<file path="src/rtl/bcd_serial_add_ctrl.sv">
// rtl/bcd_serial_add_ctrl.sv - digit-serial BCD add sequencer driving an external digit adder
// Optional subtract mode: define BCD_SUB_EN to add the op_sub input.
module bcd_serial_add_ctrl #(
  parameter int DIGITS = 4
) (
  input  logic                clk,
  input  logic                rst,
  input  logic                start,
  input  logic                cin,
`ifdef BCD_SUB_EN
  input  logic                op_sub,
`endif
  input  logic [4*DIGITS-1:0] op_a,
  input  logic [4*DIGITS-1:0] op_b,
  output logic                busy,
  output logic                done,
  output logic [4*DIGITS-1:0] sum,
  output logic                cout,
  output logic                err,
  output logic [3:0]          add_a,
  output logic [3:0]          add_b,
  output logic                add_cin,
  input  logic [3:0]          add_res,
  input  logic                add_cout
);

  localparam int W  = 4 * DIGITS;
  localparam int IW = (DIGITS > 1) ? $clog2(DIGITS) : 1;
  localparam logic [IW-1:0] LAST = IW'(DIGITS - 1);

  typedef enum logic [1:0] {IDLE, RUN, DONE} state_t;

  state_t        state, state_nx;
  logic [W-1:0]  a_sh, b_sh;
  logic          carry;
  logic [IW-1:0] idx;
  logic          sub_in;

`ifdef BCD_SUB_EN
  assign sub_in = op_sub;
`else
  assign sub_in = 1'b0;
`endif

  // True when any nibble of the operand is not a decimal digit
  function automatic logic has_bad_digit(input logic [W-1:0] v);
    logic bad;
    bad = 1'b0;
    for (int i = 0; i < DIGITS; i++)
      if (v[4*i +: 4] > 4'd9) bad = 1'b1;
    return bad;
  endfunction

  // Nine's complement per digit; subtraction then becomes A + ~B + 1
  function automatic logic [W-1:0] nines(input logic [W-1:0] v);
    logic [W-1:0] r;
    r = '0;
    for (int i = 0; i < DIGITS; i++)
      r[4*i +: 4] = 4'd9 - v[4*i +: 4];
    return r;
  endfunction

  // State register
  always_ff @(posedge clk or posedge rst) begin
    if (rst) state <= IDLE;
    else     state <= state_nx;
  end

  // Next state and combinational outputs; adder inputs are parked at 0 outside RUN
  always_comb begin
    state_nx = state;
    busy     = 1'b0;
    done     = 1'b0;
    add_a    = 4'd0;
    add_b    = 4'd0;
    add_cin  = 1'b0;
    case (state)
      IDLE: if (start) state_nx = RUN;
      RUN: begin
        busy    = 1'b1;
        add_a   = a_sh[3:0];
        add_b   = b_sh[3:0];
        add_cin = carry;
        if (idx == LAST) state_nx = DONE;
      end
      DONE: begin
        busy     = 1'b1;
        done     = 1'b1;
        state_nx = IDLE;
      end
      default: state_nx = IDLE;
    endcase
  end

  // Operand capture, per-digit result collection and carry chaining
  always_ff @(posedge clk or posedge rst) begin
    if (rst) begin
      a_sh  <= '0;
      b_sh  <= '0;
      carry <= 1'b0;
      idx   <= '0;
      sum   <= '0;
      cout  <= 1'b0;
      err   <= 1'b0;
    end else begin
      case (state)
        IDLE: if (start) begin
          a_sh  <= op_a;
          b_sh  <= sub_in ? nines(op_b) : op_b;
          carry <= sub_in | cin;
          idx   <= '0;
          sum   <= '0;
          cout  <= 1'b0;
          err   <= has_bad_digit(op_a) | has_bad_digit(op_b);
        end
        RUN: begin
          sum[{idx, 2'b00} +: 4] <= add_res;
          carry <= add_cout;
          a_sh  <= a_sh >> 4;
          b_sh  <= b_sh >> 4;
          // cout is captured on the last digit so it is already valid while done is high
          if (idx == LAST) cout <= add_cout;
          else             idx  <= idx + 1'b1;
        end
        DONE: cout <= carry;
        default: ;
      endcase
    end
  end

endmodule

</file>
<file path="config.mk">
export PLATFORM = sky130hd
export DESIGN_NAME = bcd_serial_add_ctrl
export DESIGN_NICKNAME = d
export VERILOG_FILES = /design/src/rtl/bcd_serial_add_ctrl.sv
export SDC_FILE = /design/constraint.sdc
export NUM_CORES = 1
export LEC_CHECK = 0
export CAP_MARGIN = 20
export CORE_MARGIN = 2
export CORE_UTILIZATION = 40
export DETAILED_ROUTE_END_ITERATION = 8
export MAX_ROUTING_LAYER = met4
export PLACE_DENSITY = 0.63
export SKIP_CTS_REPAIR_TIMING = 1
export SKIP_LAST_GASP = 1
export SLEW_MARGIN = 25
export SYNTH_ARGS = -nofsm -noshare
export SYNTH_HDL_FRONTEND = slang
export SYNTH_SLANG_ARGS = --single-unit
</file>
<file path="constraint.sdc">
create_clock -name clk -period 2 [get_ports clk]
set_clock_uncertainty 0.15 [all_clocks]
set_input_delay 0.4 -clock clk [delete_from_list [all_inputs] [get_ports clk]]
set_output_delay 0.4 -clock clk [all_outputs]
set_load 0.005 [all_outputs]
</file>
==> results by group <==
Floorplan
  – Core area: 6760 µm²
  – # IOs: 70
  – Row count: 30
  – Die Ht: 87.6 µm
  – Die width: 87.6 µm
  – Full die area: 7670 µm²
  – Initial Util: 0.413

Pwr
  – Leakage: 0.00184 µW
  – Worst vdd ir: 492 µV
  – Switch Pwr: 1880 µW
  – Combinational Power Share: 0.537
  – Seq pwr share: 0.325
  – Sw Share: 0.366
  – Internal Power: 3260 µW
  – Clock share of power: 0.138
  – Pwr per Cell Area: 1330 nW/µm²
  – Total Power: 5140 µW

Synthesis
  – Mapped Area: 2790 µm²
  – Post-Syn Nets: 297
  – Seq cells post-synth: 55
  – Mean Syn Cell Area: 11.3 µm²
  – Register area share after synthesis: 0.493
  – Post-Syn Instances: 247
  – Ys Warns: 0
  – Cell variety after synth: 41

STA
  – Setup ws final: -0.206 ns
  – Final min period: 2.21 ns
  – Setup-failing EPs final: 4
  – Slew @ Worst Pin: 0.352 ns
  – Slew Limit Fails: 0
  – Fin. Hold Viols: 0
  – RSZ-0062 raised after global routing: yes
  – Final hold slack: 0.303 ns
  – Slew Limit Headroom: 0.765
  – Fin crit share: 1.10
  – Fmax: 453 MHz
  – Final setup TNS: -0.517 ns

Placed design
  – GPL Wtd Cong: 0.791
  – DP Wirelength: 4460 µm
  – Placed cell area: 3620 µm²
  – PortBufs: 69

Global routing
  – Global-route wire length before repair: 10100 µm
  – Grt total ovfl: 0
  – Total GRT Usage: 0.174
  – Initial antenna violation count: 0
  – Pin count of the biggest net entering global routing: 56
  – Vias in the first global route: 2058

Job
  – Max-Cap Viols: 0

Detailed routing
  – Final wirelength: 6370 µm
  – Vias: 2117
  – Vias per inst: 5.14
  – Routed wire per std cell: 15.4 µm
  – DRT antenna net count: 0
  – Detailed router's first-iteration violation count: 126
  – TritonRoute pass-1 iters: 4
  – DRC viols: 0

Worst setup path
  – Critical path type: reg -> out
  – Critical path arrival: 1.66 ns
  – RR Startpoint: state[0]
  – Startpoint Class: flop
  – Critical path peak fanout: 7
  – CP Capture Type: output port
  – Worst Setup SP: state[1]
  – Worst EP required: 1.45 ns

Clock network
  – Clock root cell: clkbuf_8
  – CTS Buf Count: 5
  – Worst-path clk slew: 0.09 ns
  – Clock sinks: 55
  – CTS tree: yes
  – H-Tree Depth: 2
  – Max Buffers Root-to-Sink: 2
  – Worst skew pair latency: 0.30 ns

Finish
  – Cell area after layout: 3850 µm²
  – Final Core Density: 0.571
  – Synth-to-Final Area Change: 38.0%
  – Layout fillers: 607
  – Fin nets: 382
  – Layout cells sized above 1: 0.151
  – N_diodes: 0

Status
  – Status: complete, but fails checks
  – Failing checks: setup timing

Worst hold path
  – Worst min-delay path class: in -> async
==> worst paths after layout <==
path,end,slack (ns),cells after the start
worst max-delay path,add_b[1],-0.21,5
worst min-delay path,sum[11],0.30,3
min in group clk,a_sh[3],0.33,2
worst min register to register,a_sh[3],0.33,2
max in group asynchronous,sum[4],1.16,3
worst max register to register,sum[13],0,6
==> layout make-up <==
cell class                 count  area (µm²)  share of cell area
inverter                       6        22.5             0.00584
timing repair buffer          92         928               0.241
multi-input combinational    172        1330               0.344
clock buffer                   6        72.6              0.0188
tap                           80         100              0.0260
sequential                    55        1380               0.357
clock inverter                 1        30.0             0.00779
==> per-layer routing <==
metal / track usage / part of all wire / up-vias
li1: - / - / 1055
met1: 0.250 / 0.48 / 996
met2: 0.255 / 0.46 / 58
met3: 0.0320 / 0.044 / 8
met4: 0.0462 / 0.012 / 0
met5: - / 0 / -
==> kinds of logic after synthesis <==
logic type	count (synthesis)	share of synthesized area
flip-flops	55	0.493
AO/OA/AOI/OAI	68	0.158
buffers and inverters	20	0.0444
AND/OR/NAND/NOR	64	0.145
multiplexers	31	0.120
adder cells (fa/ha/maj)	9	0.0403
==> worst max-delay path, stage by stage, from the launching register on <==
cell and delay, ns:
dfrtp_1 0.39, inv_2 0.07, ha_4 0.15, buf_12 0.11, and2_1 0.13, clkdlybuf4s50_1 0.50
==> synth_stat cells <==
library cell  number  area share
dfrtp_1           55        0.49
o21ai_0           32       0.057
nand2_1           28       0.038
mux2i_1           24       0.086
a22o_1            17       0.053
and2_1            10       0.022
ha_1               9       0.040
o21ai_1            6       0.011
buf_4              5       0.013
inv_1              5      0.0067
mux2_2             5       0.020
a21oi_1            4      0.0072
a32o_1             4       0.014
and3b_1            4       0.013
buf_2              3      0.0054
buf_6              3       0.012
nor2_1             3      0.0040
clkbuf_1           2      0.0027
nand2b_1           2      0.0045
nand3_1            2      0.0036
nand3b_1           2      0.0054
nor2b_1            2      0.0045
nor4b_4            2       0.017
and3_1             1      0.0022
and4b_1            1      0.0036
clkbuf_4           1      0.0027
inv_2              1      0.0013
mux2_4             1      0.0054
mux2i_4            1      0.0081
nand3b_2           1      0.0040
nand4_1            1      0.0022
nand4bb_1          1      0.0040
nor2b_4            1      0.0049
nor3_2             1      0.0036
nor3_4             1      0.0058
o22ai_1            1      0.0022
o311ai_0           1      0.0031
o31ai_1            1      0.0027
o32a_1             1      0.0036
o41ai_1            1      0.0031
or3b_1             1      0.0031
==> flip-flops by register name, summed over array words and instances, names as in the netlist <==
register,flops
err,1
a_sh,16
carry,1
idx,2
sum,16
state,2
b_sh,16
cout,1
==> through the flow <==
step / worst slack (ns) / std cells
floorplan: 0.0871 / 247
global placement: -0.0198 / 397
detailed placement: -0.0261 / 397
CTS: -0.377 / 404
global route: -0.258 / 412
finish: -0.206 / 412
==> placed cells by master (no fill, tap or decap), types with 2 or more instances in the layout <==
master	n
nand2_1	28
ha_1	8
o21ai_0	32
clkdlybuf4s50_1	61
a22o_1	17
dlymetal6s2s_1	8
a32o_1	4
nand3b_1	2
dfrtp_1	55
nand3_1	2
nor2_1	3
mux2_2	5
nor4b_4	2
buf_6	2
nor2b_1	2
and2_1	10
clkbuf_8	5
o21ai_2	2
nand2b_1	2
mux2i_1	24
buf_4	18
and3b_1	4
inv_1	3
a21oi_1	4
o21ai_1	4
inv_2	3
buf_12	3
==> power by group through the flow <==
| stage | clock [µW] | combinational, µW | sequential (µW) |
|---|---|---|---|
| floorplan | 0 | 1760 | 1660 |
| global placement | 0 | 2470 | 1680 |
| detailed placement | 0 | 2520 | 1690 |
| CTS | 732 | 2520 | 1670 |
| global route | 776 | 3040 | 1720 |
| finish | 708 | 2760 | 1670 |
Note: power is estimated with default switching activity, not from simulation.
